**src/rtl/mem_pkg.sv**
```systemverilog
// ---------------------------------------------------------------------------
// mem_pkg
// Shared definitions for the memory-access stage:
//   - funct3 access-size/sign encodings
//   - FSM state encoding
//   - misalignment check used at instruction acceptance
// ---------------------------------------------------------------------------
package mem_pkg;

   localparam logic [2:0] F3_B  = 3'b000;
   localparam logic [2:0] F3_H  = 3'b001;
   localparam logic [2:0] F3_W  = 3'b010;
   localparam logic [2:0] F3_BU = 3'b100;
   localparam logic [2:0] F3_HU = 3'b101;

   typedef enum logic [1:0] {
      IDLE = 2'd0,
      REQ  = 2'd1,
      WAIT = 2'd2,
      RESP = 2'd3
   } state_t;

   // Stores only know SB/SH, everything else is a word. Loads decode the
   // size from funct3[1:0] (B/BU byte, H/HU half, all remaining codes word).
   function automatic logic is_misaligned(input logic [2:0] f3,
                                          input logic       is_store,
                                          input logic [1:0] lane);
      logic half;
      logic word;
      if (is_store) begin
         half = (f3 == F3_H);
         word = (f3 != F3_B) && (f3 != F3_H);
      end else begin
         half = (f3[1:0] == 2'b01);
         word = f3[1];
      end
      return (half && lane[0]) || (word && (lane != 2'b00));
   endfunction

endpackage

```
**src/rtl/load_extend.sv**
```systemverilog
// ---------------------------------------------------------------------------
// load_extend
// Combinational lane select and sign/zero extension of a loaded word.
// Ports:
//   i_rdata  [31:0] raw word returned by data memory
//   i_lane   [1:0]  byte offset of the access within the word
//   i_funct3 [2:0]  access size/sign
//   o_data   [31:0] extended value for writeback
// ---------------------------------------------------------------------------
module load_extend
   import mem_pkg::*;
(
   input  logic [31:0] i_rdata,
   input  logic [1:0]  i_lane,
   input  logic [2:0]  i_funct3,
   output logic [31:0] o_data
);

   logic [7:0]  w_byte;
   logic [15:0] w_half;

   always_comb begin
      w_byte = i_rdata[{i_lane, 3'b000} +: 8];
      // Halfword accesses are aligned by the time data comes back, so only
      // lane[1] chooses the half.
      w_half = i_lane[1] ? i_rdata[31:16] : i_rdata[15:0];
      case (i_funct3)
         F3_B:    o_data = {{24{w_byte[7]}}, w_byte};
         F3_H:    o_data = {{16{w_half[15]}}, w_half};
         F3_BU:   o_data = {24'd0, w_byte};
         F3_HU:   o_data = {16'd0, w_half};
         default: o_data = i_rdata;
      endcase
   end

endmodule

```
**src/rtl/mem_stage.sv**
```systemverilog
// ---------------------------------------------------------------------------
// mem_stage
// Memory-access pipeline stage. Accepts one instruction from execute while
// idle, performs a request/grant(/response) transaction to data memory for
// aligned loads and stores, and retires a single registered result to
// writeback. Execute is stalled (ex_ready=0) until the stage is idle again.
//
// Ports:
//   clk, rst_n                     clock, asynchronous active-low reset
//   ex_valid / ex_ready            handshake from execute
//   ex_result, ex_storedata        ALU result/effective address, store data
//   ex_memread, ex_memwrite        load / store (store wins if both)
//   ex_funct3, ex_rd, ex_regwrite  access size, destination, write enable
//   mem_req/we/addr/be/wdata       request to data memory, held until gnt
//   mem_gnt                        request accepted
//   mem_rvalid, mem_rdata          load data return
//   wb_valid                       one-cycle retire pulse
//   wb_data, wb_rd, wb_regwrite    writeback payload
//   wb_misalign                    misaligned access flag (with wb_valid)
// ---------------------------------------------------------------------------
module mem_stage
   import mem_pkg::*;
#(
   parameter int ADDR_W = 12
)(
   input  logic              clk,
   input  logic              rst_n,
   input  logic              ex_valid,
   output logic              ex_ready,
   input  logic [31:0]       ex_result,
   input  logic [31:0]       ex_storedata,
   input  logic              ex_memread,
   input  logic              ex_memwrite,
   input  logic [2:0]        ex_funct3,
   input  logic [4:0]        ex_rd,
   input  logic              ex_regwrite,
   output logic              mem_req,
   output logic              mem_we,
   output logic [ADDR_W-1:0] mem_addr,
   output logic [3:0]        mem_be,
   output logic [31:0]       mem_wdata,
   input  logic              mem_gnt,
   input  logic              mem_rvalid,
   input  logic [31:0]       mem_rdata,
   output logic              wb_valid,
   output logic [31:0]       wb_data,
   output logic [4:0]        wb_rd,
   output logic              wb_regwrite,
   output logic              wb_misalign
);

   state_t              r_state, w_next;

   logic                r_we;
   logic [ADDR_W-1:0]   r_addr;
   logic [3:0]          r_be;
   logic [31:0]         r_wdata;
   logic [2:0]          r_f3;
   logic [1:0]          r_lane;
   logic [31:0]         r_wb_data;
   logic [4:0]          r_wb_rd;
   logic                r_wb_regwrite;
   logic                r_wb_misalign;

   logic                w_accept;
   logic                w_is_store;
   logic                w_is_load;
   logic                w_is_mem;
   logic                w_misalign;
   logic [3:0]          w_st_be;
   logic [31:0]         w_st_wdata;
   logic [31:0]         w_ld_data;

   // ------------------------------------------------------------------
   // Acceptance decode
   // ------------------------------------------------------------------
   assign w_accept   = ex_valid && (r_state == IDLE);
   assign w_is_store = ex_memwrite;
   assign w_is_load  = ex_memread && !ex_memwrite;
   assign w_is_mem   = w_is_store || w_is_load;
   assign w_misalign = w_is_mem &&
                       is_misaligned(ex_funct3, w_is_store, ex_result[1:0]);

   // Store lane alignment: narrow data is replicated so the byte enables
   // alone pick the target lane.
   always_comb begin
      case (ex_funct3)
         F3_B: begin
            w_st_be    = 4'b0001 << ex_result[1:0];
            w_st_wdata = {4{ex_storedata[7:0]}};
         end
         F3_H: begin
            w_st_be    = ex_result[1] ? 4'b1100 : 4'b0011;
            w_st_wdata = {2{ex_storedata[15:0]}};
         end
         default: begin
            w_st_be    = 4'b1111;
            w_st_wdata = ex_storedata;
         end
      endcase
   end

   load_extend u_load_extend (
      .i_rdata  (mem_rdata),
      .i_lane   (r_lane),
      .i_funct3 (r_f3),
      .o_data   (w_ld_data)
   );

   // ------------------------------------------------------------------
   // FSM
   // ------------------------------------------------------------------
   always_ff @(posedge clk or negedge rst_n) begin
      if (!rst_n) r_state <= IDLE;
      else        r_state <= w_next;
   end

   always_comb begin
      w_next   = r_state;
      ex_ready = 1'b0;
      mem_req  = 1'b0;
      wb_valid = 1'b0;
      case (r_state)
         IDLE: begin
            ex_ready = 1'b1;
            if (ex_valid)
               w_next = (w_is_mem && !w_misalign) ? REQ : RESP;
         end
         REQ: begin
            mem_req = 1'b1;
            if (mem_gnt) w_next = r_we ? RESP : WAIT;
         end
         WAIT: begin
            if (mem_rvalid) w_next = RESP;
         end
         RESP: begin
            wb_valid = 1'b1;
            w_next   = IDLE;
         end
         default: w_next = IDLE;
      endcase
   end

   // ------------------------------------------------------------------
   // Datapath registers
   // ------------------------------------------------------------------
   always_ff @(posedge clk or negedge rst_n) begin
      if (!rst_n) begin
         r_we          <= 1'b0;
         r_addr        <= '0;
         r_be          <= 4'b0000;
         r_wdata       <= 32'd0;
         r_f3          <= 3'd0;
         r_lane        <= 2'd0;
         r_wb_data     <= 32'd0;
         r_wb_rd       <= 5'd0;
         r_wb_regwrite <= 1'b0;
         r_wb_misalign <= 1'b0;
      end else if (w_accept) begin
         r_we          <= w_is_store;
         r_addr        <= {ex_result[ADDR_W-1:2], 2'b00};
         r_be          <= w_is_store ? w_st_be : 4'b0000;
         r_wdata       <= w_is_store ? w_st_wdata : 32'd0;
         r_f3          <= ex_funct3;
         r_lane        <= ex_result[1:0];
         r_wb_rd       <= ex_rd;
         r_wb_misalign <= w_misalign;
         // Stores and faulting accesses never write the register file.
         r_wb_regwrite <= ex_regwrite && !w_is_store && !w_misalign;
         r_wb_data     <= w_is_mem ? 32'd0 : ex_result;
      end else if ((r_state == WAIT) && mem_rvalid) begin
         r_wb_data     <= w_ld_data;
      end
   end

   // ------------------------------------------------------------------
   // Outputs: request fields only driven while a request is live, and
   // writeback qualifiers only alongside the retire pulse.
   // ------------------------------------------------------------------
   assign mem_we      = mem_req && r_we;
   assign mem_addr    = mem_req ? r_addr  : '0;
   assign mem_be      = mem_req ? r_be    : 4'b0000;
   assign mem_wdata   = mem_req ? r_wdata : 32'd0;
   assign wb_data     = r_wb_data;
   assign wb_rd       = r_wb_rd;
   assign wb_regwrite = wb_valid && r_wb_regwrite;
   assign wb_misalign = wb_valid && r_wb_misalign;

endmodule

```
**config.mk**
```make
export PLATFORM = sky130hd
export DESIGN_NAME = mem_stage
export DESIGN_NICKNAME = d
export VERILOG_FILES = /design/src/rtl/mem_pkg.sv /design/src/rtl/load_extend.sv /design/src/rtl/mem_stage.sv
export SDC_FILE = /design/constraint.sdc
export NUM_CORES = 1
export LEC_CHECK = 0
export CAP_MARGIN = 10
export CELL_PAD_IN_SITES_DETAIL_PLACEMENT = 1
export CELL_PAD_IN_SITES_GLOBAL_PLACEMENT = 1
export CORE_UTILIZATION = 32
export DETAILED_ROUTE_END_ITERATION = 12
export GPL_TIMING_DRIVEN = 0
export PLACE_DENSITY_LB_ADDON = 0.25
export SYNTH_ARGS = -nofsm -noshare
export SYNTH_HDL_FRONTEND = slang
export SYNTH_SLANG_ARGS = --single-unit
```
**constraint.sdc**
```tcl
create_clock -name clk -period 2.4 [get_ports clk]
set_input_delay 0.48 -clock clk [delete_from_list [all_inputs] [get_ports clk]]
set_output_delay 0.48 -clock clk [all_outputs]
set_load 0.01 [all_outputs]
```
* After elaboration in Yosys (flattened, before gate mapping)
Index checks and enable logic that the tools add are counted.
Operators by class: add/subtract/negate cells 0, $mul 0, divide/modulo/power cells 0, $lt $le $gt $ge 0, equality and inequality tests 12, shift operators 2, mux-type cells 24, bitwise operators 0, reductions and logical operators 24
Operator list (count):
- 32-bit two-way mux | 5
- 32-bit case mux with 4 select lines | 1
- 32-bit case mux with 2 select lines | 1
- 32-bit by 6-bit indexed part select with 8-bit output | 1
- 16-bit two-way mux | 1
- 1-bit logical AND | 13
- 12-bit two-way mux | 1
- 4-bit two-way mux | 3
- 2-bit two-way mux | 4
- 2-bit case mux with 4 select lines | 1
- 4-bit case mux with 2 select lines | 1
- 3-bit by 1-bit equality test with 1-bit output, second input constant | 2
- 3-bit equality test, second input constant | 2
- 3-bit logical NOT | 2
- 1-bit two-way mux | 6
- 2-bit != test, second input constant | 3
- 2-bit by 1-bit equality test with 1-bit output, second input constant | 2
- 2-bit equality test, second input constant | 2
- 2-bit nonzero test | 2
- 1-bit by 2-bit left shift with 4-bit output, first input constant | 1
- 3-bit by 1-bit != test with 1-bit output, second input constant | 1
- 3-bit AND reduction | 1
- 3-bit nonzero test | 1
- 1-bit logical NOT | 2
- 2 further kinds | 3
Word-level totals: register bits after elaboration 93, latch bits 0, bits in writable memories 0, memory bits (read-only) 0, input bits 112, output and inout port bits 91, logic and storage cells 73, memories 0

* Logic depth before layout (Yosys ltp)
Gate-level depths: netlist of run 1.
depth in word-level cells 11, gate-level depth with buffers 8, gate-level depth less buffers 6

* Cells and area by module
Synthesis of run 1 repeated with hierarchy kept, for this count alone.
Second synthesis, totals: cells, all modules 557, area, all modules 5283.8 µm²
By module, submodules not included:
- mem_stage | instances 1, cells an instance 439, area an instance 4523.1 µm²
- load_extend | instances 1, cells an instance 118, area an instance 760.7 µm²

* Worst setup path after synthesis of run 1
OpenSTA, ideal clock, no wires.
kind register to register, from register r_state[0], to register r_wb_data[23], in the netlist wb_data[23], setup time 0.074 ns, data arrival time 1.907 ns, data required time 2.326 ns, path slack 0.418 ns, cell stages (with the launch flop) 9, buffers on the path 2, cells stage by stage dfrtp_1 -> inv_1 -> ha_1 -> and2_1 -> buf_2 -> nor2_1 -> clkbuf_1 -> a221oi_1 -> o21ai_2
Between the ends: longest elaborated chain between the ends 3
RTL lines:
- start, declared | line mem_stage.sv:52 | state_t r_state, w_next;
- start signal, assigned | line mem_stage.sv:115 | else r_state <= w_next;
- 2-bit equality test or 2-bit logical NOT (tied branches) | line mem_stage.sv:171, mem_stage.sv:77
- 1-bit logical AND, on equally long branches | line mem_stage.sv:171, mem_stage.sv:77
- 2-bit nonzero test (no source line) or 32-bit two-way mux (tied branches)
- end signal, assigned | line mem_stage.sv:170 | r_wb_data <= w_is_mem ? 32'd0 : ex_result;
- end signal, assigned | line mem_stage.sv:172 | r_wb_data <= w_ld_data;
- end, declared | line mem_stage.sv:60 | logic [31:0] r_wb_data;
Several ways; a longest one is shown, not always the timed one. A chain may end at the register's enable or synchronous reset.

* Final worst setup path of run 1
from register r_state[1], to output mem_addr[2]
Between the ends: longest elaborated chain between the ends 3
RTL lines:
- 2-bit by 1-bit equality test with 1-bit output | line mem_stage.sv:123 | case (r_state)
- 1-bit two-way mux | line mem_stage.sv:123
- 12-bit two-way mux | line mem_stage.sv:181 | assign mem_addr = mem_req ? r_addr : '0;
- end, declared | line mem_stage.sv:39 | output logic [ADDR_W-1:0] mem_addr,
No other way between the ends.

==> metrics, run 1 <==
status completed; dominant synthesized flop cell dfrtp_1; Sink Count 93; DR pass1 iterations 4; TritonCTS clock tree built; pwr dens between 1000 and 1500 mW/mm2; largest net degree at the start of global routing 53; Crit Reg-Reg Startpoint r_state[0]; clk_lat worst skew around 350 ps; HP Class in -> async; dpl cell area just over 0.007 mm2; Mean Syn Cell Area between 9 and 10 um2; Multi-input gate area between 0.002 and 0.0025 mm2; Clock power frac 15.6%; DIE HEIGHT 126.8 um; Final Instance Area between 0.007 and 0.008 mm2; Setup Crit Path Kind reg -> out; total global-route track usage about 25%; Reg area roughly 0.0023 mm2; fmax 431.6 MHz; Synth cell types 44; fin. max-slew vios 0; Cells after Synth 520; reg-to-reg slack, setup approximately 200 ps; crit start category register; vias per cell around 5.5; met3 wire len between 1000 and 1500 um; met1 WL between 8000 and 9000 um; post-synthesis mux area share 5.300%; IO Pins between 200 and 250; Worst Path Required about 1900 ps; first-pass GRT wire length ~30000 um; HPWL Detailed about 15000 um; WL/cell roughly 21 um; reg-to-reg endpoint wb_data[23]; area added between synthesis and finish 52.65%; Mapped Area 0.004981 mm2; Placed Cells slightly above 900; Worst Reg-to-Reg Cells 8; met2 wire len roughly 9100 um; endpoints failing hold 0; Top Metal Used met5; DRT iter0 DRCs 216; Root Buffer clkbuf_16; fraction of registers with async set/reset 100.0%; initial core utilization ~33%; Fin Hold WS between 100 and 150 ps; Final Routed Wirelength 19240 um; XOR/XNOR Fraction of Synth Area 0%; post-route insts no fill ~930; relative slew slack approximately 50%; share of power burned in registers 32.6%; synth warn 0; #FFs+latches synth slightly above 90; internal power around 5 mW; Gate power share roughly 52%; minimum clock period approximately 2300 ps; antenna-violating nets left 0; Final Worst Setup Slack about 83 ps; number of synthesized flops with an enable pin 0; simple-gate area share of the yosys netlist approximately 19%; antenna diode count 0; CTS Hold Bufs 0; Compound-Gate Fraction of Synth Area between 20% and 30%; sw frac between 30% and 40%; layout cells sized above 1 about a tenth; Place WS -355.5 ps; largest family of logic cells by synthesized area compound AO/OA/AOI/OAI gates; critical path's slowest cell clkdlybuf4s50_1; total gr overflow 0; DIE AREA ~0.016 mm2; total power ~8.4 mW; Die W 126.8 um; Final GP Congestion about 0.9; clk slew on worst S/H paths around 70 ps; sequential fraction of the synthesis area roughly 47%; VDD IR max between 400 and 500 uV; vias in the first global route about 5500; Final period util 96.54%; Setup Skew around 6.6 ps; fill count around 1700; setup-violating endpoint count in the final report 0; DRC viols 0; RSZ-0062 raised after global routing false; endpoint type of the worst setup path output port; DR vias 5056; adder-cell share of the synthesized area under 10%; Worst Max-Slew Pin Slew ~750 ps; initial antenna violation count 1; Worst path max stage delay 540 ps; crit-path max FO 10; clock buffer depth 2; Port Buffers 200; CTS H-tree lvls 3; core area between 0.015 and 0.02 mm2; clock buffer count from CTS 9; crit path DAT around 1800 ps; CP cell instances inv_2, ha_4, clkbuf_8, and2_1, clkdlybuf4s50_1; Max-Cap Viols 0; Final nets about 850; row count 45; P_sw roughly 3.3 mW; Leakage about 3.6 nW
cells in the final DEF, fill, tap and decap left out, types with 6 or more instances in the layout:
master / count
mux2i_1: 23
clkdlybuf4s50_1: 155
clkbuf_16: 9
o31ai_1: 9
inv_1: 7
and2_1: 50
a221oi_1: 16
nand2_1: 84
dfrtp_1: 92
o21ai_0: 25
a21oi_1: 16
clkbuf_1: 15
dlymetal6s2s_1: 16
o22ai_1: 7
a22oi_1: 6
o2bb2ai_1: 7
dlygate4sd2_1: 28
or3_1: 7
a22o_1: 28
buf_2: 7
nor2_1: 24
a311oi_1: 7
o21ai_2: 10
or2_2: 16
worst max-delay path: cells and delay by family (launching register included):
kind	cells	cell delay, ps
buf+inv	3	810
flops	1	400
fa+ha+maj	1	150
simple gates	1	130
metal layers:
| layer | track usage, % | vias up |
|---|---|---|
| li1 | - | 2296 |
| met1 | 31.27 | 2510 |
| met2 | 40.92 | 213 |
| met3 | 5.525 | 35 |
| met4 | 9.804 | 2 |
| met5 | 0 | - |
synthesized netlist by cell type (3+ instances only):
cell type  number  area share, %
a32oi_1         5           0.88
nand2_1        84            6.3
o21ai_2        10            1.8
buf_1           4           0.30
nor2_1         25            1.9
buf_2           7           0.70
and2_1         50            6.3
a221oi_1       17            3.0
o22ai_1         7           0.88
inv_1           8           0.60
or2_2          16            2.0
a21oi_1        17            1.7
or3_1           7           0.88
o31ai_1         9            1.4
nand2b_1        3           0.38
o21ai_0        25            2.5
mux2i_1        23            4.6
o2bb2ai_1       7            1.2
a21o_1          3           0.45
dfrtp_1        93             47
a22o_1         28            4.9
o221ai_1        5           0.88
a311oi_1        7            1.2
a22oi_1         6           0.90
clkbuf_1       24            1.8
ha_1            5            1.3
registers in the layout, summed over array words and instances, names as in the netlist:
name           count
r_we               1
r_be               4
r_lane             2
r_f3               3
r_wb_regwrite      1
wb_rd              5
wb_data           32
r_wb_misalign      1
r_state            2
r_wdata           32
r_addr            10
final cells by class:
cell class,instances,area share [%]
inverter,8,0.3949
multi-input combinational,381,32.70
timing repair buffer,202,26.82
sequential,93,30.62
clock inverter,4,0.3456
clock buffer,10,3.011
tap,188,3.094
buffer,39,3.011
cells by family after synthesis:
| logic type | count (synthesis) |
|---|---|
| other | 1 |
| buffers and inverters | 47 |
| and+or+nand+nor | 196 |
| muxes | 25 |
| AOI/OAI and AO/OA | 153 |
| adders and majority gates | 5 |
| DFF | 93 |
stage by stage:
| step | utilization (%) | setup TNS, ps |
|---|---|---|
| after floorplan | - | 0 |
| after detailed placement | 47.67 | -17410 |
| after global routing | 50.02 | 0 |
| after CTS | 49.49 | -3182 |
| final | 50.02 | 0 |
| after global placement | 47.51 | -267470 |
how the worst max path moves through the flow:
| stage | slack (ps) | cells past startpoint | end | start |
|---|---|---|---|---|
| 2_1_floorplan | 420 | 8 | wb_data[23] | r_state[0] |
| 3_3_place_gp | -2730 | 1 | wb_rd[0] | rst_n |
| 3_5_place_dp | -360 | 6 | mem_wdata[24] | r_state[1] |
| 4_1_cts | -210 | 6 | mem_wdata[15] | r_state[1] |
| 5_1_grt | 7 | 8 | wb_data[23] | r_state[0] |
| 6_report | 80 | 5 | mem_addr[2] | r_state[1] |
timing repair:
item,4_1_cts,5_1_grt
endpoints found under the setup margin,63,52
pin swaps,0,0
hold endpoints to repair,0,0
buffers inserted,1,0
gates resized for setup,46,31
power by group through the flow:
stage / combinational [mW] / sequential (mW) / clock, mW
detailed placement: 4.32 / 2.75 / 0
CTS: 4.37 / 2.74 / 1.35
floorplan: 2.23 / 2.77 / 0
finish: 4.37 / 2.75 / 1.31
global route: 4.77 / 2.83 / 1.41
global placement: 4.17 / 2.71 / 0
Note: power is estimated with default switching activity, not from simulation.
==> inputs of run 2 (changes only) <==
Settings changed: ABC_AREA set to 0, CORE_UTILIZATION 32 to 29.
Clock period 2.4 ns to 1.9 ns, I/O delays scaled along.
==> metrics, run 2 (synthesized netlist as in run 1, its figures left out) <==
clock buffer count from CTS 9; Setup Skew roughly 6.7 ps; Buf+Inv Stages, Crit Path 4; crit-path max FO 6; dpl cell area approximately 0.0073 mm2; DIE AREA between 0.015 and 0.02 mm2; vias per cell around 5.3; HPWL Detailed 15120 um; WL/cell between 20 and 25 um; CP cell instances ha_4, clkbuf_16, clkbuf_8, buf_6, and2_4, buf_6; IO Pins a little over 200; Crit path top cell by count buf_6; Place WS -837.7 ps; reg-to-reg endpoint wb_data[19]; CTS Hold Bufs 0; RSZ-0062 raised after global routing true; Final GP Congestion 0.9124; status finished, violations left; Final nets 879; Final Worst Setup Slack -146.0 ps; pwr dens 1452 mW/mm2; fill count approximately 1800; Reg area roughly 0.0023 mm2; P_sw 4.695 mW; Leakage 3.707 nW; fmax around 490 MHz; DR vias 5202; Final Routed Wirelength between 20000 and 25000 um; Worst path max stage delay around 460 ps; endpoints failing hold 0; clk_lat worst skew around 350 ps; clock buffer depth 2; core area 0.01670 mm2; area added between synthesis and finish 67.52%; total global-route track usage between 20% and 30%; Final Instance Area about 0.0083 mm2; Worst Path Required ~1500 ps; most common library cell in the layout ignoring fill and taps clkdlybuf4s50_1; Worst Max-Slew Pin Slew around 530 ps; minimum clock period 2046 ps; Crit Reg-Reg Startpoint r_state[0]; crit-path leading delay family buffers and inverters; DR pass1 iterations 4; DRC viols 0; DRT iter0 DRCs between 200 and 300; violated checks setup timing; initial antenna violation count 2; crit start category register; endpoint type of the worst setup path output port; internal power approximately 7.4 mW; most frequent cells in the layout clkdlybuf4s50_1 (145), dfrtp_1 (92), nand2_1 (81), buf_6 (47), and2_4 (39); Root Buffer clkbuf_16; relative slew slack between 60% and 70%; Clock power frac between 10 and 15%; sw frac between 30% and 40%; reg-to-reg slack, setup roughly 10 ps; largest net degree at the start of global routing 58; crit path DAT approximately 1700 ps; CTS H-tree lvls 3; final core occ roughly 50%; Final period util 107.7%; Port Buffers 200; Max-Cap Viols 0; layout cells sized above 1 roughly 29%; total gr overflow 0; critical path's slowest cell dfrtp_2; clk slew on worst S/H paths around 70 ps; Fin Hold WS between 10 and 15 ps; VDD IR max about 550 uV; row count 47; HP Class in -> async; setup-violating endpoint count in the final report 47; Multi-input gate area roughly 0.0028 mm2; share of power burned in registers 28.8%; initial core utilization between 20% and 30%; fin. max-slew vios 0; antenna-violating nets left 0; Gate power share approximately 57%; vias in the first global route around 5600; Sink Count 93; Die W 133.1 um; Setup Crit Path Kind reg -> out; Worst Reg-to-Reg Cells 9; TritonCTS clock tree built; DIE HEIGHT about 130 um; first-pass GRT wire length around 32000 um
[run 2: changes by cell type in the layout (fill, tap and decap cells not counted), sizes merged]
| cell | previous run | this run |
|---|---|---|
| diode | 0 | 3 |
| clkbuf | 32 | 39 |
| clkdlybuf4s50 | 155 | 145 |
| clkinv | 2 | 3 |
| dlymetal6s2s | 16 | 1 |
| dlygate4sd2 | 28 | 3 |
| clkdlybuf4s15 | 0 | 1 |
| inv | 9 | 8 |
| buf | 20 | 91 |
[run 2: final cells by class]
cell class | count | area share [%]
clock buffer | 11 | 2.789
multi-input combinational | 381 | 33.30
tap | 220 | 3.299
clock inverter | 4 | 0.3149
antenna | 3 | 0.08997
sequential | 93 | 27.91
inverter | 8 | 0.3599
timing repair buffer | 230 | 27.68
buffer | 39 | 4.259
[run 2: routing by layer]
| metal | global-route usage [%] | share of wire (%) |
|---|---|---|
| met1 | 29.95 | 43 |
| met2 | 38.45 | 48 |
| met5 | 0 | 0 |
| met4 | 9.132 | 2.7 |
| met3 | 5.364 | 6.4 |
[run 2: how the worst max path moves through the flow]
| stage | startpoint | endpoint | slack (ps) | cells past startpoint |
|---|---|---|---|---|
| final | r_state[0] | mem_wdata[7] | -150 | 6 |
| after global routing | r_state[0] | mem_wdata[3] | -180 | 6 |
| after CTS | r_state[0] | mem_wdata[7] | -150 | 6 |
| after detailed placement | r_state[1] | mem_wdata[15] | -840 | 6 |
| after global placement | rst_n | wb_rd[2] | -3140 | 1 |
| after floorplan | r_state[0] | wb_data[27] | 6 | 8 |
[run 2: metrics by stage]
step / total power, mW / TNS [ps] / instances
3_3_place_gp: 8.712 / -349400 / 941
2_1_floorplan: 6.322 / 0 / 521
3_5_place_dp: 8.960 / -62840 / 942
5_1_grt: 12.89 / -5749 / 987
4_1_cts: 11.88 / -4060 / 979
6_report: 12.11 / -3678 / 989
[run 2: repair_timing]
action,CTS,global route
pin swaps,3,4
gates resized for setup,348,31
setup endpoints to repair,137,84
setup buffers,18,8
endpoints found under the hold margin,0,0
gates cloned,4,0
[run 2: power by group through the flow]
stage	logic [mW]	registers [mW]	clock network, mW
2_1_floorplan	2.83	3.50	0
3_3_place_gp	5.29	3.42	0
3_5_place_dp	5.49	3.47	0
4_1_cts	6.70	3.48	1.70
5_1_grt	7.49	3.60	1.79
6_report	6.96	3.49	1.67
==> inputs of run 3 (changes only) <==
Settings changed: ABC_AREA 0 to 1, SYNTH_HIERARCHICAL set to 1.
==> metrics, run 3 <==
clk_lat worst skew 360 ps; Leakage 4.533 nW; endpoints failing hold 0; total global-route track usage 21.76%; Final GP Congestion roughly 0.81; clk slew on worst S/H paths 70 ps; Max-Cap Viols 0; relative slew slack between 50% and 60%; CP cell instances inv_4, ha_4, buf_12, clkbuf_16, nand2_1, inv_1, buf_2; Multi-input gate area between 0.002 and 0.003 mm2; Worst Path Required ~1500 ps; CTS H-tree lvls 3; minimum clock period 2018 ps; Final Instance Area 0.008823 mm2; Final Worst Setup Slack -117.8 ps; Yosys top cell area share between 40% and 50%; setup-violating endpoint count in the final report 43; DRT iter0 DRCs ~330; status finished, violations left; Mean Syn Cell Area 7.194 um2; most common library cell in the layout ignoring fill and taps nand2_1; RSZ-0062 raised after global routing true; Fin Hold WS approximately 67 ps; fill count 2340; CTS Hold Bufs 0; Port Buffers 200; vias per cell between 4 and 5; synth warn 6; Final period util 106.2%; Commonest cells post-synth nand2_1 (267), dfrtp_1 (93), inv_1 (91), o21ai_0 (74), nor2_1 (50); Root Buffer clkbuf_16; first-pass GRT wire length 33650 um; Die W about 140 um; dpl cell area ~0.0080 mm2; initial antenna violation count 0; antenna-violating nets left 0; DIE HEIGHT 141.8 um; Buf+Inv Stages, Crit Path 5; Place WS -594.0 ps; violated checks setup timing; antenna diode count 0; most numerous cell in the Yosys netlist nand2_1; crit path DAT around 1600 ps; Sink Count 93; row count 50; DR vias between 6000 and 7000; Cells after Synth just under 800; total power between 10 and 15 mW; DIE AREA around 0.020 mm2; area added between synthesis and finish 55.64%; DR pass1 iterations 5; clock buffer depth 2; IO Pins slightly above 200; fraction of registers with async set/reset 100.0%; top post-synthesis cells by area dfrtp_1 (41%), nand2_1 (18%), o21ai_0 (6.5%); Reg area 0.002330 mm2; VDD IR max around 620 uV; #FFs+latches synth 93; fin. max-slew vios 0; Synth cell types 31; largest net degree at the start of global routing 48; most frequent cells in the layout nand2_1 (234), clkdlybuf4s50_1 (147), dfrtp_1 (91), o21ai_0 (73), inv_1 (57); Setup Crit Path Kind reg -> out; endpoint type of the worst setup path output port; Setup Skew 10.24 ps; number of synthesized flops with an enable pin 0; DRC viols 0; dominant synthesized flop cell dfrtp_1; crit-path max FO 6; total gr overflow 0; sequential fraction of the synthesis area 41.05%; Worst path max stage delay roughly 440 ps; fmax just under 500 MHz; crit start category register; Final Routed Wirelength between 20000 and 25000 um; Mapped Area ~0.0057 mm2; Final nets 1135; HPWL Detailed approximately 16000 um; vias in the first global route 6255; layout cells sized above 1 23.26%; core area ~0.019 mm2; pwr dens around 1500 mW/mm2; clock buffer count from CTS 9; Worst Max-Slew Pin Slew 692.7 ps; WL/cell ~17 um; HP Class in -> async; area leader, netlist dfrtp_1; TritonCTS clock tree built; critical path's slowest cell dfrtp_2; initial core utilization approximately 30%; crit-path leading delay family buffers and inverters
==> run 3: timing repair <==
action / 4_1_cts / 5_1_grt
endpoints found under the setup margin: 52 / 85
gates cloned: 1 / 5
pin swaps: 0 / 3
setup buffers: 8 / 4
gates resized for setup: 236 / 123
==> run 3: cells by family (layout without fill, tap and decap cells) <==
family,count (synthesis),in the layout,share of synthesized area (%)
flip-flops,93,93,41.05
adder cells (fa/ha/maj),5,5,1.104
buffers and inverters,140,374,12.36
AND/OR/NAND/NOR,392,392,30.63
AO/OA/AOI/OAI,157,157,14.79
other,1,2,0.06615
==> run 3: worst paths after layout <==
| check | start | endpoint | slack [ps] | cells after the start |
|---|---|---|---|---|
| worst min register to register | wb_rd[0] | wb_rd[0] | 490 | 2 |
| worst min-delay path | rst_n | wb_data[25] | 70 | 1 |
| worst max-delay path | r_state[1] | mem_wdata[15] | -120 | 7 |
| min in group clk | wb_rd[0] | wb_rd[0] | 490 | 2 |
| max in group asynchronous | rst_n | wb_rd[3] | 1130 | 2 |
| worst max register to register | r_state[1] | r_be[1] | 90 | 10 |
==> run 3: report_power, final <==
group	internal [mW]	total [mW]	leakage, nW	switching (mW)
clock	1.24	2.11	0.164	0.867
combinational	3.55	7.45	3.22	3.89
sequential	2.96	3.63	1.15	0.667
total	7.76	13.2	4.53	5.43
==> run 3: final cells by class <==
cell class	count	area share, %
Multi-Input combinational cell	556	31.71
Sequential cell	93	26.40
Timing Repair Buffer	218	25.27
Buffer	46	4.991
Inverter	94	4.155
Tap cell	260	3.687
Clock buffer	12	2.907
Clock inverter	4	0.8792
==> run 3: worst reg2reg max path: stages (launching register included) <==
cell,delay (ps)
dfrtp_2,440
inv_4,80
buf_4,110
buf_4,100
ha_2,190
nand2_2,80
buf_12,160
buf_4,180
buf_4,190
nand2_1,70
o21ai_0,80
==> run 3: stage by stage <==
step	utilization, %	TNS, ps	cells
6_report	46.55	-3581	1283
5_1_grt	46.55	-5177	1283
4_1_cts	44.32	-2275	1275
3_5_place_dp	42.34	-25240	1250
3_3_place_gp	42.20	-342240	1249
2_1_floorplan	-	0	789
==> run 3: layer usage <==
layer	up-vias	track usage, %	wire (um)
met5	-	0	0
met1	2949	30.23	10420
li1	2934	-	-
met3	20	2.632	792
met2	143	35.26	10240
met4	0	6.621	378
